## src/rtl/comp_seq_pkg.sv

```systemverilog
// Shared definitions for the multi-byte compare sequencer and later byte-serial ALU sequencers.
// Holds the state encodings, the byte width and the signed-compare bias helper.
package comp_seq_pkg;

    localparam int BYTE_W = 8;

    typedef enum logic [1:0] {
        ST_IDLE = 2'd0,
        ST_RUN  = 2'd1,
        ST_DONE = 2'd2
    } state_t;

    // Offset-binary trick: flipping the sign bit makes two's-complement order match unsigned order.
    function automatic logic [BYTE_W-1:0] sign_bias(input logic [BYTE_W-1:0] b, input logic en);
        return {b[BYTE_W-1] ^ en, b[BYTE_W-2:0]};
    endfunction

endpackage

```

## src/rtl/comp_seq_if.sv

```systemverilog
// Operand/flag bus between the operand source, the compare sequencer and the flag register.
// The master drives the request and operands; the slave returns status and held flags.
interface comp_seq_if #(
    parameter int NBYTES = 4
) ();
    localparam int W = 8 * NBYTES;

    logic         start;
    logic         signed_op;
    logic [W-1:0] a;
    logic [W-1:0] b;
    logic         ready;
    logic         busy;
    logic         done;
    logic         eq;
    logic         gt;
    logic         lt;

    modport master (
        output start, signed_op, a, b,
        input  ready, busy, done, eq, gt, lt
    );

    modport slave (
        input  start, signed_op, a, b,
        output ready, busy, done, eq, gt, lt
    );

endinterface

```

## src/rtl/comp_8.sv

```systemverilog
// One-byte magnitude compare stage with an MSB-first EQ/GT cascade.
// i_eq8/i_gt8 carry the verdict of the more significant bytes; o_eq0/o_gt0 include this byte.
module comp_8 (
    input  logic [7:0] i_a,
    input  logic [7:0] i_b,
    input  logic       i_eq8,
    input  logic       i_gt8,
    output logic       o_eq0,
    output logic       o_gt0
);

    logic w_byte_eq;
    logic w_byte_gt;

    assign w_byte_eq = (i_a == i_b);
    assign w_byte_gt = (i_a > i_b);

    // A lower byte only decides the result while all higher bytes are still equal.
    assign o_eq0 = i_eq8 & w_byte_eq;
    assign o_gt0 = i_gt8 | (i_eq8 & w_byte_gt);

endmodule

```

## src/rtl/comp_seq.sv

```systemverilog
// Byte-serial magnitude compare sequencer: latches A/B, streams them MS byte first through one
// comp_8 stage and publishes held EQ/GT/LT flags with a one-cycle done pulse.
//
//   state   | meaning
//   --------+-----------------------------------------------------------
//   ST_IDLE | ready for a request; start latches operands
//   ST_RUN  | one byte per clock through comp_8, cascade in eq/gt acc
//   ST_DONE | flags just updated; done pulse for this cycle only
module comp_seq
    import comp_seq_pkg::*;
#(
    parameter int NBYTES     = 4,
    parameter int EARLY_EXIT = 0
) (
    input  logic         clk,
    input  logic         rst,
    comp_seq_if.slave    bus
);

    localparam int W     = BYTE_W * NBYTES;
    localparam int CNT_W = $clog2(NBYTES) + 1;
    localparam logic [CNT_W-1:0] CNT_LAST = CNT_W'(NBYTES - 1);

    state_t             r_state;
    state_t             w_state_nxt;

    logic [W-1:0]       r_a;
    logic [W-1:0]       r_b;
    logic               r_signed;
    logic [CNT_W-1:0]   r_cnt;
    logic               r_eq_acc;
    logic               r_gt_acc;

    logic               r_ready;
    logic               r_busy;
    logic               r_done;
    logic               r_eq;
    logic               r_gt;
    logic               r_lt;

    logic [BYTE_W-1:0]  w_sel_a;
    logic [BYTE_W-1:0]  w_sel_b;
    logic [BYTE_W-1:0]  w_cmp_a;
    logic [BYTE_W-1:0]  w_cmp_b;
    logic               w_is_ms;
    logic               w_eq0;
    logic               w_gt0;
    logic               w_last;

    // Byte select straight off the latched operands: cnt 0 picks the MS byte.
    always_comb begin
        w_sel_a = '0;
        w_sel_b = '0;
        for (int i = 0; i < NBYTES; i++) begin
            if (r_cnt == CNT_W'(NBYTES - 1 - i)) begin
                w_sel_a = r_a[i*BYTE_W +: BYTE_W];
                w_sel_b = r_b[i*BYTE_W +: BYTE_W];
            end
        end
    end

    assign w_is_ms = (r_cnt == '0);
    assign w_cmp_a = sign_bias(w_sel_a, r_signed & w_is_ms);
    assign w_cmp_b = sign_bias(w_sel_b, r_signed & w_is_ms);

    comp_8 u_comp_8 (
        .i_a   (w_cmp_a),
        .i_b   (w_cmp_b),
        .i_eq8 (r_eq_acc),
        .i_gt8 (r_gt_acc),
        .o_eq0 (w_eq0),
        .o_gt0 (w_gt0)
    );

    assign w_last = (r_cnt == CNT_LAST) || ((EARLY_EXIT != 0) && !w_eq0);

    always_ff @(posedge clk or posedge rst) begin
        if (rst) begin
            r_state <= ST_IDLE;
            r_ready <= 1'b1;
            r_busy  <= 1'b0;
            r_done  <= 1'b0;
        end else begin
            r_state <= w_state_nxt;
            r_ready <= (w_state_nxt == ST_IDLE);
            r_busy  <= (w_state_nxt == ST_RUN);
            r_done  <= (w_state_nxt == ST_DONE);
        end
    end

    always_comb begin
        w_state_nxt = r_state;
        case (r_state)
            ST_IDLE: if (bus.start) w_state_nxt = ST_RUN;
            ST_RUN:  if (w_last)    w_state_nxt = ST_DONE;
            ST_DONE:                w_state_nxt = ST_IDLE;
            default:                w_state_nxt = ST_IDLE;
        endcase
    end

    always_ff @(posedge clk or posedge rst) begin
        if (rst) begin
            r_a      <= '0;
            r_b      <= '0;
            r_signed <= 1'b0;
            r_cnt    <= '0;
            r_eq_acc <= 1'b1;
            r_gt_acc <= 1'b0;
            r_eq     <= 1'b0;
            r_gt     <= 1'b0;
            r_lt     <= 1'b0;
        end else begin
            case (r_state)
                ST_IDLE: begin
                    if (bus.start) begin
                        r_a      <= bus.a;
                        r_b      <= bus.b;
                        r_signed <= bus.signed_op;
                        r_cnt    <= '0;
                        r_eq_acc <= 1'b1;
                        r_gt_acc <= 1'b0;
                    end
                end
                ST_RUN: begin
                    r_eq_acc <= w_eq0;
                    r_gt_acc <= w_gt0;
                    if (w_last) begin
                        r_eq <= w_eq0;
                        r_gt <= w_gt0;
                        r_lt <= ~w_eq0 & ~w_gt0;
                    end else begin
                        r_cnt <= r_cnt + 1'b1;
                    end
                end
                default: ;
            endcase
        end
    end

    assign bus.ready = r_ready;
    assign bus.busy  = r_busy;
    assign bus.done  = r_done;
    assign bus.eq    = r_eq;
    assign bus.gt    = r_gt;
    assign bus.lt    = r_lt;

endmodule
```

## src/flat_wrapper.sv

```systemverilog
// flat-port wrapper written by rule: the top's interface ports become plain ports
module comp_seq_flat import comp_seq_pkg::*;
#(
    parameter int NBYTES     = 4,
    parameter int EARLY_EXIT = 0
)
  (clk, rst, bus_start, bus_signed_op, bus_a, bus_b, bus_ready, bus_busy, bus_done, bus_eq, bus_gt, bus_lt);
  comp_seq_if #(.NBYTES(NBYTES)) bus_i ();
  input  logic clk;
  input  logic rst;
  input wire logic [$bits(bus_i.start)-1:0] bus_start;
  input wire logic [$bits(bus_i.signed_op)-1:0] bus_signed_op;
  input wire logic [$bits(bus_i.a)-1:0] bus_a;
  input wire logic [$bits(bus_i.b)-1:0] bus_b;
  output wire logic [$bits(bus_i.ready)-1:0] bus_ready;
  output wire logic [$bits(bus_i.busy)-1:0] bus_busy;
  output wire logic [$bits(bus_i.done)-1:0] bus_done;
  output wire logic [$bits(bus_i.eq)-1:0] bus_eq;
  output wire logic [$bits(bus_i.gt)-1:0] bus_gt;
  output wire logic [$bits(bus_i.lt)-1:0] bus_lt;
  assign bus_i.start = bus_start;
  assign bus_i.signed_op = bus_signed_op;
  assign bus_i.a = bus_a;
  assign bus_i.b = bus_b;
  assign bus_ready = bus_i.ready;
  assign bus_busy = bus_i.busy;
  assign bus_done = bus_i.done;
  assign bus_eq = bus_i.eq;
  assign bus_gt = bus_i.gt;
  assign bus_lt = bus_i.lt;
  comp_seq #(.NBYTES(NBYTES), .EARLY_EXIT(EARLY_EXIT)) u_core (.clk(clk), .rst(rst), .bus(bus_i));
endmodule
```

## config.mk

```make
export PLATFORM = sky130hd
export DESIGN_NAME = comp_seq_flat
export DESIGN_NICKNAME = d
export VERILOG_FILES = /design/src/rtl/comp_seq_pkg.sv /design/src/rtl/comp_seq_if.sv /design/src/rtl/comp_8.sv /design/src/rtl/comp_seq.sv /design/src/flat_wrapper.sv
export SDC_FILE = /design/constraint.sdc
export NUM_CORES = 1
export LEC_CHECK = 0
export ABC_CLOCK_PERIOD_IN_PS = 3360
export CAP_MARGIN = 20
export CORE_UTILIZATION = 50
export DETAILED_ROUTE_END_ITERATION = 6
export DONT_BUFFER_PORTS = 1
export GPL_TIMING_DRIVEN = 1
export PLACE_DENSITY = 0.72
export SKIP_LAST_GASP = 1
export SLEW_MARGIN = 20
export SYNTH_ARGS = -nofsm -noshare
export SYNTH_HDL_FRONTEND = slang
export SYNTH_SLANG_ARGS = --single-unit
```

## constraint.sdc

```tcl
create_clock -name clk -period 3.36 [get_ports clk]
set_input_delay 0.336 -clock clk [delete_from_list [all_inputs] [get_ports clk]]
set_output_delay 0.336 -clock clk [all_outputs]
set_load 0.02 [all_outputs]
```

==> impl_metrics.json <==
{
  "async_flop_share": 1.00,
  "synthTopCellsByArea": "dfrtp_1, mux2_4, mux2_2",
  "skew_ps": 9.19,
  "synth_top_family_by_area": "multiplexers",
  "clk_pin_slew_ps": 80,
  "drt_pass1_iterations": 4,
  "synth_enable_flop_cells": 0,
  "worstRegToRegCells": 12,
  "switchingPower_uw": 1620,
  "ys_ff_latch": 78,
  "p_leak_uw": 0.00181,
  "groute.usage.overall": 0.206,
  "yosys_warnings": 0,
  "clockPowerShare": 0.156,
  "end_kind": "flop",
  "synth_xor_xnor_area_share": 0.00445,
  "wirelength_mm": 7.93,
  "fin_tns_setup_ps": 0,
  "sw_frac_of_total": 0.364,
  "start_util": 0.528,
  "root_buffer": "clkbuf_8",
  "fin_crit_ps": 3100,
  "finalSetupViolations": 0,
  "synth_fa_ha_area_frac": 0.0413,
  "p_int_uw": 2820,
  "cp_data_arrival_time_ps": 3330,
  "synth_cell_types": 39,
  "drv_cap": 0,
  "critPathKind": "reg -> reg",
  "synth.net_count": 396,
  "placed_area_mm2": 0.00396,
  "p_comb_frac": 0.443,
  "clk-insertion-delay-late_ps": 350,
  "cts_tree": "built",
  "outcome": "complete, no violations",
  "setup_slack_ps": 263,
  "htree_levels": 3,
  "clkSinkCount": 78,
  "areaGrowthSynthToFinish_pct": 5.66,
  "nNetsFinal": 392,
  "grt_pass1_wl_mm": 13.0,
  "p_seq_frac": 0.401,
  "io_pins": 74,
  "crit_path_max_fanout": 16,
  "wl_per_cell_um": 19.1,
  "die-area_mm2": 0.00823,
  "max-vdd-ir-drop_uv": 459,
  "synth-compound-area-share": 0.0916,
  "worst_pin_slew_ps": 858,
  "synth_top_cell_by_area": "dfrtp_1",
  "synth_mux_area_frac": 0.234,
  "grt_overflow": 0,
  "drc": 0,
  "drt-initial-drc-count": 127,
  "finalMaxSlewViolations": 0,
  "diodes": 0,
  "via_per_inst": 5.70,
  "grt_max_degree": 52,
  "ctsHoldBuffers": 0,
  "synth_top_area_share": 0.483,
  "clock_path_buffers": 2,
  "hold_viol": 0,
  "drive_gt1_frac": 0.294,
  "via_count": 2366,
  "min_path_type": "in -> async",
  "die_w_um": 90.7,
  "syn_area_mm2": 0.00394,
  "ant_nets": 0,
  "slew_headroom": 0.427,
  "synth_seq_area_share": 0.497,
  "cp-start-kind": "flop",
  "routabilityCongestion": 0.863,
  "dp_slack_ps": 206,
  "grt_pass1_vias": 2522,
  "die_height_um": 90.7,
  "placementRows": 31,
  "post-route-period-util": 0.922,
  "p_per_area_mw_per_mm2": 1070,
  "antenna_found_initial": 0,
  "core_area_mm2": 0.00745,
  "syn_inst": 315,
  "cp.required_ps": 3590,
  "numCtsBuffers": 9,
  "synth-simple-area-share": 0.0833,
  "fmax_ghz": 0.323,
  "avgSynthCellArea_um2": 12.5,
  "place_hpwl_mm": 5.66,
  "grt_setup_unrepaired": "no",
  "portBuffers": 0,
  "synth-main-ff-cell": "dfrtp_1",
  "final_area_mm2": 0.00416
}
==> cell usage in the layout, fill, tap and decap left out, types with 2 or more instances in the layout <==
cell type	instances
clkinv_2	3
o21ai_0	9
a22o_1	2
mux2_2	15
nor2_1	11
nand3_1	19
nand2_1	28
o21ai_1	2
nand4_1	2
a311oi_1	8
dfstp_2	2
buf_12	2
mux2_4	50
inv_1	7
a21oi_1	31
buf_4	2
dfrtp_1	76
clkbuf_8	10
nor2b_1	3
ha_1	12
==> final timing paths <==
| path | startpoint | endpoint | slack [ps] |
|---|---|---|---|
| hold reg to reg | u_core.r_eq_acc | u_core.r_eq_acc | 500 |
| hold / removal | rst | u_core.r_a[5] | 40 |
| min in group clk | bus_b[21] | u_core.r_b[21] | 130 |
| max in group asynchronous | rst | u_core.r_eq_acc | 2570 |
| setup / recovery | u_core.r_cnt[0] | u_core.bus.lt | 260 |
| setup reg to reg | u_core.r_cnt[0] | u_core.bus.lt | 260 |
==> cells in the mapped netlist (all sizes together), types with 2 or more instances <==
| master | number |
|---|---|
| a21oi | 31 |
| a22o | 2 |
| a311oi | 8 |
| and2b | 2 |
| buf | 14 |
| clkbuf | 5 |
| dfrtp | 76 |
| dfstp | 2 |
| ha | 13 |
| inv | 8 |
| mux2 | 65 |
| nand2 | 29 |
| nand2b | 2 |
| nand3 | 19 |
| nand4 | 2 |
| nor2 | 12 |
| nor2b | 3 |
| o21ai | 11 |
==> area by class of cell <==
cell class	instances	area (µm²)
clock buffer	10	138
sequential	78	1950
fill	650	3290
inverter	8	30.0
timing repair buffer	4	55.1
clock inverter	6	61.3
multi-input combinational	210	1800
tap	99	124
==> registers in the layout, indices dropped and copies added (netlist names) <==
register and count:
u_core.bus.eq 1, u_core.bus.ready 1, u_core.r_cnt 3, u_core.bus.done 1, u_core.bus.lt 1, u_core.r_signed 1
u_core.r_state 2, u_core.bus.busy 1, u_core.r_a 32, u_core.r_gt_acc 1, u_core.r_eq_acc 1, u_core.r_b 32
u_core.bus.gt 1
==> worst max-delay path, stage by stage (launching register included) <==
cell      delay (ps)
dfrtp_1          440
inv_1             90
ha_1             210
nand2b_1         490
nand3_1          160
a311oi_1         340
a21oi_1           80
ha_1             340
nand2_1           60
o21a_1           200
a21oi_1          160
nand3_1          130
a32o_1           270
==> power by group through the flow <==
stage          logic (µW)  registers, µW  clock network (µW)
3_5_place_dp         1950           1790                   0
5_1_grt              2190           1830                 757
6_report             1970           1780                 693
4_1_cts              1980           1780                 713
3_3_place_gp         1870           1780                   0
2_1_floorplan        1700           1660                   0
==> through the flow <==
step | instances | utilization | hold WS [ps] | power (µW)
6_report | 415 | 0.558 | 41.8 | 4440
3_5_place_dp | 399 | 0.531 | 448 | 3740
5_1_grt | 415 | 0.558 | 102 | 4780
4_1_cts | 415 | 0.558 | 68.3 | 4470
3_3_place_gp | 399 | 0.531 | 442 | 3650
2_1_floorplan | 315 | - | 453 | 3360
==> metal layers <==
layer / global-route usage / part of all wire / vias up
li1: - / - / 1105
met1: 0.276 / 0.46 / 1197
met2: 0.325 / 0.48 / 59
met3: 0.0657 / 0.054 / 5
met4: 0.0457 / 0.0074 / 0
met5: 0 / 0 / -
==> cell families after synthesis <==
family	Yosys count
flops	78
mux	65
compound gates	60
simple gates	70
fa+ha+maj	13
buf+inv	27
xor+xnor	2
==> timing repair <==
| action | 4_1_cts | 5_1_grt |
|---|---|---|
| setup endpoints to repair | 0 | 3 |
| resized for setup | 0 | 1 |
| buffers inserted | 0 | 0 |
| endpoints found under the hold margin | 0 | 0 |
No activity file was read; power rests on OpenSTA's default activity.
